[src/rtl/lsu_ctrl.sv]
`default_nettype none
// ============================================================================
// Module   : lsu_ctrl
// Brief    : Single-outstanding load/store unit with a req/gnt/rvalid data bus,
//            load alignment/extension and fault reporting to writeback.
//            Optional macro LSU_MISALIGN_EXC_EN traps misaligned accesses.
// Revision : 1.0 - initial release
// ============================================================================
module lsu_ctrl #(
  parameter int XLEN        = 64,
  parameter int TIMEOUT_CYC = 255
) (
  input  logic              clk,
  input  logic              rst,
  input  logic              in_valid,
  output logic              in_ready,
  input  logic [6:0]        in_op,
  input  logic [XLEN-1:0]   in_base,
  input  logic [XLEN-1:0]   in_offset,
  input  logic [XLEN-1:0]   in_wdata,
  input  logic [4:0]        in_rd,
  output logic              dbus_req,
  input  logic              dbus_gnt,
  output logic              dbus_wr,
  output logic [XLEN/8-1:0] dbus_be,
  output logic [XLEN-1:0]   dbus_addr,
  output logic [XLEN-1:0]   dbus_wdata,
  input  logic              dbus_rvalid,
  input  logic [XLEN-1:0]   dbus_rdata,
  input  logic              dbus_err,
  output logic              wb_valid,
  input  logic              wb_ready,
  output logic [XLEN-1:0]   wb_data,
  output logic [4:0]        wb_rd,
  output logic              wb_exc,
  output logic [1:0]        wb_exc_code,
  output logic [XLEN-1:0]   wb_addr
);

  localparam int BE_W  = XLEN / 8;
  localparam int OFF_W = $clog2(BE_W);
  localparam int CNT_W = (TIMEOUT_CYC > 1) ? $clog2(TIMEOUT_CYC) : 1;
  localparam bit TO_EN = (TIMEOUT_CYC != 0);
  localparam logic [CNT_W-1:0] TO_LAST = CNT_W'(TIMEOUT_CYC - 1);

  localparam logic [1:0] S_IDLE = 2'd0;
  localparam logic [1:0] S_REQ  = 2'd1;
  localparam logic [1:0] S_WAIT = 2'd2;
  localparam logic [1:0] S_RESP = 2'd3;

  logic [1:0]       state;
  logic [CNT_W-1:0] cnt;
  logic [3:0]       size_q;
  logic             uns_q;
  logic [OFF_W-1:0] off_q;

  logic             w_mem_en, w_we, w_uns, w_illegal, w_timeout;
  logic [3:0]       w_size;
  logic [XLEN-1:0]  w_sum, w_addr, w_wdata, w_shift, w_load;
  logic [OFF_W-1:0] w_mask, w_off;
  logic [BE_W-1:0]  w_be;
`ifdef LSU_MISALIGN_EXC_EN
  logic             w_mis;
`endif

  // size is one-hot {D,W,H,B} in bits [3:0]
  always_comb begin
    w_mem_en  = in_op[6];
    w_we      = in_op[5];
    w_size    = in_op[4:1];
    w_uns     = in_op[0];
    w_sum     = in_base + in_offset;
    w_illegal = !$onehot(w_size) || (w_size[3] && (XLEN == 32));
    w_mask    = '0;
    if (w_size[3])      w_mask = '1;
    else if (w_size[2]) w_mask = OFF_W'(3);
    else if (w_size[1]) w_mask = OFF_W'(1);
`ifdef LSU_MISALIGN_EXC_EN
    w_mis  = (w_sum[OFF_W-1:0] & w_mask) != '0;
    w_addr = w_sum;
`else
    w_addr = w_sum & ~{{(XLEN-OFF_W){1'b0}}, w_mask};
`endif
    w_off = w_addr[OFF_W-1:0];
    if (w_size[3])      w_be = '1;
    else if (w_size[2]) w_be = BE_W'(4'hF) << w_off;
    else if (w_size[1]) w_be = BE_W'(2'b11) << w_off;
    else                w_be = BE_W'(1) << w_off;
    if (w_size[3])      w_wdata = in_wdata;
    else if (w_size[2]) w_wdata = {(XLEN/32){in_wdata[31:0]}};
    else if (w_size[1]) w_wdata = {(BE_W/2){in_wdata[15:0]}};
    else                w_wdata = {BE_W{in_wdata[7:0]}};
  end

  always_comb begin
    w_shift = dbus_rdata >> {off_q, 3'b000};
    case (size_q)
      4'b0001: w_load = uns_q ? XLEN'(w_shift[7:0])  : XLEN'($signed(w_shift[7:0]));
      4'b0010: w_load = uns_q ? XLEN'(w_shift[15:0]) : XLEN'($signed(w_shift[15:0]));
      4'b0100: w_load = uns_q ? XLEN'(w_shift[31:0]) : XLEN'($signed(w_shift[31:0]));
      default: w_load = w_shift;
    endcase
    w_timeout = TO_EN && (cnt == TO_LAST);
  end

  always_ff @(posedge clk) begin
    if (rst) begin
      state       <= S_IDLE;
      cnt         <= '0;
      size_q      <= '0;
      uns_q       <= 1'b0;
      off_q       <= '0;
      in_ready    <= 1'b1;
      dbus_req    <= 1'b0;
      dbus_wr     <= 1'b0;
      dbus_be     <= '0;
      dbus_addr   <= '0;
      dbus_wdata  <= '0;
      wb_valid    <= 1'b0;
      wb_data     <= '0;
      wb_rd       <= '0;
      wb_exc      <= 1'b0;
      wb_exc_code <= '0;
      wb_addr     <= '0;
    end else begin
      case (state)
        S_IDLE: begin
          if (in_valid && in_ready) begin
            cnt <= '0;
            if (w_mem_en) begin
              in_ready    <= 1'b0;
              size_q      <= w_size;
              uns_q       <= w_uns;
              off_q       <= w_off;
              wb_rd       <= in_rd;
              wb_addr     <= w_addr;
              wb_data     <= '0;
              wb_exc      <= 1'b0;
              wb_exc_code <= 2'd0;
              if (w_illegal) begin
                state       <= S_RESP;
                wb_valid    <= 1'b1;
                wb_exc      <= 1'b1;
                wb_exc_code <= 2'd3;
                wb_addr     <= w_sum;
`ifdef LSU_MISALIGN_EXC_EN
              end else if (w_mis) begin
                state       <= S_RESP;
                wb_valid    <= 1'b1;
                wb_exc      <= 1'b1;
                wb_exc_code <= 2'd0;
`endif
              end else begin
                state      <= S_REQ;
                dbus_req   <= 1'b1;
                dbus_wr    <= w_we;
                dbus_be    <= w_we ? w_be : '0;
                dbus_addr  <= w_addr;
                dbus_wdata <= w_wdata;
              end
            end
          end
        end
        S_REQ: begin
          cnt <= cnt + 1'b1;
          if (dbus_gnt) begin
            dbus_req <= 1'b0;
            state    <= S_WAIT;
          end else if (w_timeout) begin
            dbus_req    <= 1'b0;
            state       <= S_RESP;
            wb_valid    <= 1'b1;
            wb_exc      <= 1'b1;
            wb_exc_code <= 2'd2;
          end
        end
        S_WAIT: begin
          cnt <= cnt + 1'b1;
          if (dbus_rvalid) begin
            state    <= S_RESP;
            wb_valid <= 1'b1;
            if (dbus_err) begin
              wb_exc      <= 1'b1;
              wb_exc_code <= 2'd1;
            end else if (!dbus_wr) begin
              wb_data <= w_load;
            end
          end else if (w_timeout) begin
            state       <= S_RESP;
            wb_valid    <= 1'b1;
            wb_exc      <= 1'b1;
            wb_exc_code <= 2'd2;
          end
        end
        default: begin
          if (wb_ready) begin
            wb_valid <= 1'b0;
            in_ready <= 1'b1;
            state    <= S_IDLE;
          end
        end
      endcase
    end
  end

endmodule
`default_nettype wire

[config.mk]
export PLATFORM = sky130hd
export DESIGN_NAME = lsu_ctrl
export DESIGN_NICKNAME = d
export VERILOG_FILES = /design/src/rtl/lsu_ctrl.sv
export SDC_FILE = /design/constraint.sdc
export NUM_CORES = 1
export LEC_CHECK = 0
export ABC_AREA = 0
export BUFFER_PORTS_ARGS = -buffer_cell sky130_fd_sc_hd__buf_2
export CORE_MARGIN = 5
export CORE_UTILIZATION = 30
export DETAILED_ROUTE_END_ITERATION = 7
export GPL_TIMING_DRIVEN = 0
export PLACE_DENSITY = 0.54
export SYNTH_ARGS = -nofsm -noshare
export SYNTH_HDL_FRONTEND = slang
export SYNTH_SLANG_ARGS = --single-unit
[constraint.sdc]
create_clock -name clk -period 5.9 [get_ports clk]
set_clock_uncertainty 0.15 [all_clocks]
set_input_delay 0.295 -clock clk [delete_from_list [all_inputs] [get_ports clk]]
set_output_delay 0.295 -clock clk [all_outputs]
set_load 0.05 [all_outputs]
==> results.rst <==
.. list-table::
   :header-rows: 1

   * - Metric
     - Value
   * - Core area
     - 0.0576 mm^2
   * - Synth Net Count
     - 2,641
   * - Antenna violations before repair
     - 9
   * - Complex-gate fraction of the synthesized area
     - 25.8%
   * - Via count of the first global-routing pass
     - 20,100
   * - Buffer levels on the longest clock path
     - 3
   * - Filler cell count in the final layout
     - 6,053
   * - Depth of the worst hold-timing path
     - 5
   * - Leading post-synthesis cells by cell area
     - sky130_fd_sc_hd__dfxtp_1 (34%), sky130_fd_sc_hd__nand2_1 (8.2%), sky130_fd_sc_hd__a21oi_1 (8.1%), sky130_fd_sc_hd__ha_1 (5.2%), sky130_fd_sc_hd__nor2_1 (5.0%)
   * - EDFF count, synth
     - 0
   * - Number of setup buffers added after CTS
     - 0
   * - Total Wirelength
     - 90.0 mm
   * - Final count of hold timing violations
     - 0
   * - Startpoint Class
     - input pin
   * - Top_reg_cell synth
     - sky130_fd_sc_hd__dfxtp_1
   * - CTS tree
     - yes
   * - Multiplexer fraction of the synthesized cell area
     - 5.86%
   * - Total Nets Final
     - 3,304
   * - Maximum Capacitance Violations
     - 0
   * - CTS Root Buffer Type
     - sky130_fd_sc_hd__clkbuf_16
   * - Async S/R FF share, synth
     - 0%
   * - Worst setup path start
     - in_op[1]
   * - RSZ-0062 raised after global routing
     - no
   * - Global-route wire length before repair
     - 130 mm
   * - Number of distinct library cell variants in the gate-level netlist after synthesis
     - 74
   * - Required time at the endpoint of the critical path
     - 6.20 ns
   * - I/O pin count
     - 551
   * - Cell count after placement
     - 3,607
   * - Worst IR Drop VDD
     - 0.000188 V
   * - Largest fanout of any net on the critical path
     - 10
   * - Tot Pwr
     - 7.50 mW
   * - Post-synthesis share of cell area spent on xor and xnor gates
     - 2.82%
   * - Count of buffers from port buffering
     - 550
   * - Period utilization
     - 84.2%
   * - DIE WIDTH
     - 251 um
   * - Register clock-pin slew on the reported worst setup and hold paths
     - 0.06 ns
   * - Largest family of logic cells by synthesized area
     - compound AO/OA/AOI/OAI gates
   * - Detailed Route Iter0 Violations
     - 1,738
   * - Pin count of the biggest net entering global routing
     - 12
   * - Routability Congestion
     - 0.978
   * - Worst hold margin
     - 0.0408 ns
   * - Ratio of cells with drive above 1 in the final layout
     - 23.1%
   * - Filler-free cell count of the finished design
     - 3,751
   * - GRT Util Overall
     - 26.8%
   * - Slew at the pin closest to its max-slew limit
     - 1.18 ns
   * - Post-route cell area
     - 0.0231 mm^2
   * - Final setup slack of the worst path
     - 0.932 ns
   * - HPWL after detailed placement
     - 72.7 mm
   * - Worst skew pair latency
     - 0.55 ns
   * - Sequential area share after synthesis
     - 33.8%
   * - Num rows
     - 88
   * - Area fraction in and, or, nand and nor cells after synthesis
     - 21.5%
   * - Final Max Slew Viols
     - 0
   * - Pre-antenna DRT Iters
     - 6
   * - Number of synthesized register bits
     - 294
   * - Minimum clock period after layout
     - 4.97 ns
   * - Starting utilization of the core area
     - 30.2%
   * - Drt drc
     - 0
   * - Crit Path Class
     - input pin to register
   * - Sinks on Clock Net
     - 294
   * - Avg Inst Size Synth
     - 7.59 um^2
   * - Number of instances in the synthesized netlist
     - 2,292
   * - Library cell occupying the most area in the post-synthesis netlist
     - sky130_fd_sc_hd__dfxtp_1
   * - Yosys top cell area share
     - 33.8%
   * - Startpoint of the lowest-slack hold path
     - in_wdata[51]
   * - Final setup violating endpoints
     - 0
   * - WL per Instance
     - 24.0 um
   * - Worst slew slack as a fraction of its limit
     - 20.2%
   * - Maximum frequency from static timing analysis
     - 201 MHz
   * - Post-synthesis instance area
     - 0.0174 mm^2
   * - Cell count of the worst reg-to-reg path
     - 9
   * - Adder-cell share of the synthesized area
     - 5.41%
   * - CTS Buf Count
     - 39
   * - Status
     - finished, final reports clean
   * - Vertical extent of the die
     - 251 um
   * - Via-per-instance ratio
     - 5.43
   * - Yosys warns
     - 0
   * - Min-delay worst type
     - input pin to register
   * - CP Capture Type
     - register
   * - Post-layout util
     - 40.1%
   * - Layout-stage area growth over the synthesis result
     - 32.8%
   * - Crit Reg-Reg Startpoint
     - state[0]$_SDFFE_PP0P_
   * - Total via count after detailed routing
     - 20,400
   * - Setup TNS Final
     - 0 ns
   * - Power Density
     - 324 mW/mm^2
   * - Leakage power
     - 9.88 nW
   * - Antenna viol nets, final
     - 0
   * - Cell area reported after detailed placement
     - 0.0211 mm^2
   * - Total gr overflow
     - 0
   * - Number of levels the H-tree was split into
     - 2
   * - Arrival time at the worst endpoint
     - 5.27 ns
   * - Worst setup timing slack at the placement stage
     - 0.809 ns
   * - Die ar.
     - 0.0629 mm^2
-- critical path: stages --
cell	delay (ns)
sky130_fd_sc_hd__dlygate4sd3_1	0.59
sky130_fd_sc_hd__buf_2	0.15
sky130_fd_sc_hd__inv_1	0.06
sky130_fd_sc_hd__fa_1	0.54
sky130_fd_sc_hd__inv_1	0.04
sky130_fd_sc_hd__ha_1	0.17
sky130_fd_sc_hd__ha_1	0.26
sky130_fd_sc_hd__nor2_1	0.13
sky130_fd_sc_hd__nand2_1	0.22
sky130_fd_sc_hd__nor2_1	0.51
sky130_fd_sc_hd__clkbuf_1	0.78
sky130_fd_sc_hd__clkbuf_1	0.72
sky130_fd_sc_hd__a311oi_1	0.18
sky130_fd_sc_hd__dlygate4sd3_1	0.60
-- final timing paths --
path / to / slack, ns
min reg2reg: dbus_wdata[48]$_SDFFE_PP0P_ / 0.30
min: dbus_wdata[51]$_SDFFE_PP0P_ / 0.04
max: dbus_wdata[16]$_SDFFE_PP0P_ / 0.93
max reg2reg: dbus_wdata[16]$_SDFFE_PP0P_ / 1.51
-- state kept, by name (all words and copies together) (netlist names), 2 cells and up --
signal,flops
state,2
wb_exc_code,2
cnt,8
dbus_wdata,64
wb_rd,5
size_q,4
dbus_be,8
wb_addr,64
dbus_addr,64
off_q,3
wb_data,64
-- routing by layer --
metal | track usage [%] | up-vias | routed length, um
li1 | - | 9501 | -
met3 | 6.49 | 204 | 7330
met5 | 0 | - | 84
met4 | 10.2 | 12 | 3690
met1 | 32.0 | 9701 | 35500
met2 | 46.7 | 956 | 43400
-- cells in the final DEF, fill, tap and decap left out, types with 54 or more instances in the layout --
master / Yosys / routed
sky130_fd_sc_hd__a211oi_1: 54 / 54
sky130_fd_sc_hd__a21oi_1: 280 / 280
sky130_fd_sc_hd__buf_2: 6 / 556
sky130_fd_sc_hd__clkbuf_1: 149 / 159
sky130_fd_sc_hd__dfxtp_1: 294 / 294
sky130_fd_sc_hd__dlygate4sd3_1: 0 / 72
sky130_fd_sc_hd__ha_1: 72 / 72
sky130_fd_sc_hd__mux2i_1: 76 / 76
sky130_fd_sc_hd__nand2_1: 381 / 381
sky130_fd_sc_hd__nand3_1: 62 / 62
sky130_fd_sc_hd__nor2_1: 232 / 232
sky130_fd_sc_hd__o21ai_0: 138 / 138
-- cell type report --
| cell class | instances | area (um^2) | area share [%] |
|---|---|---|---|
| multi-input combinational | 1788 | 10700 | 46.2 |
| sequential | 294 | 5890 | 25.5 |
| timing repair buffer | 622 | 3470 | 15.0 |
| clock buffer | 57 | 1130 | 4.91 |
| tap | 765 | 957 | 4.14 |
| buffer | 179 | 714 | 3.09 |
| clock inverter | 12 | 133 | 0.574 |
| inverter | 31 | 116 | 0.504 |
| antenna | 3 | 7.51 | 0.0325 |
-- kinds of logic (layout without fill, tap and decap cells) --
logic type / Yosys count / in the layout
simple gates: 853 / 853
compound gates: 706 / 706
flops: 294 / 294
buf+inv: 210 / 901
mux: 99 / 99
fa+ha+maj: 74 / 74
xor+xnor: 56 / 56
other cells: 0 / 3
-- Yosys cell counts, types with 9 or more instances --
library cell and count:
sky130_fd_sc_hd__a211oi_1 54, sky130_fd_sc_hd__a21o_1 43, sky130_fd_sc_hd__a21oi_1 280, sky130_fd_sc_hd__a22oi_1 24
sky130_fd_sc_hd__a22oi_2 30, sky130_fd_sc_hd__a2bb2oi_1 9, sky130_fd_sc_hd__a311oi_1 11, sky130_fd_sc_hd__a31oi_1 18
sky130_fd_sc_hd__and2_1 9, sky130_fd_sc_hd__buf_1 17, sky130_fd_sc_hd__clkbuf_1 149, sky130_fd_sc_hd__dfxtp_1 294
sky130_fd_sc_hd__ha_1 72, sky130_fd_sc_hd__inv_1 30, sky130_fd_sc_hd__mux2_2 23, sky130_fd_sc_hd__mux2i_1 76
sky130_fd_sc_hd__nand2_1 381, sky130_fd_sc_hd__nand3_1 62, sky130_fd_sc_hd__nand4_1 48, sky130_fd_sc_hd__nor2_1 232
sky130_fd_sc_hd__nor2b_1 22, sky130_fd_sc_hd__nor3_1 39, sky130_fd_sc_hd__o211ai_1 13, sky130_fd_sc_hd__o21ai_0 138
sky130_fd_sc_hd__o21bai_1 14, sky130_fd_sc_hd__o2bb2ai_1 17, sky130_fd_sc_hd__or4_1 12, sky130_fd_sc_hd__xnor2_1 29
sky130_fd_sc_hd__xor2_1 27
-- power by group --
group	internal, mW	switching [mW]
sequential	2.18	0.152
clock	1.42	0.965
combinational	0.755	2.02
total	4.36	3.13
-- what timing repair did --
item | in CTS | in global routing
gates resized for setup | 0 | 0
endpoints found under the hold margin | 63 | 0
hold buffers | 72 | 0
Note: power is estimated with default switching activity, not from simulation.
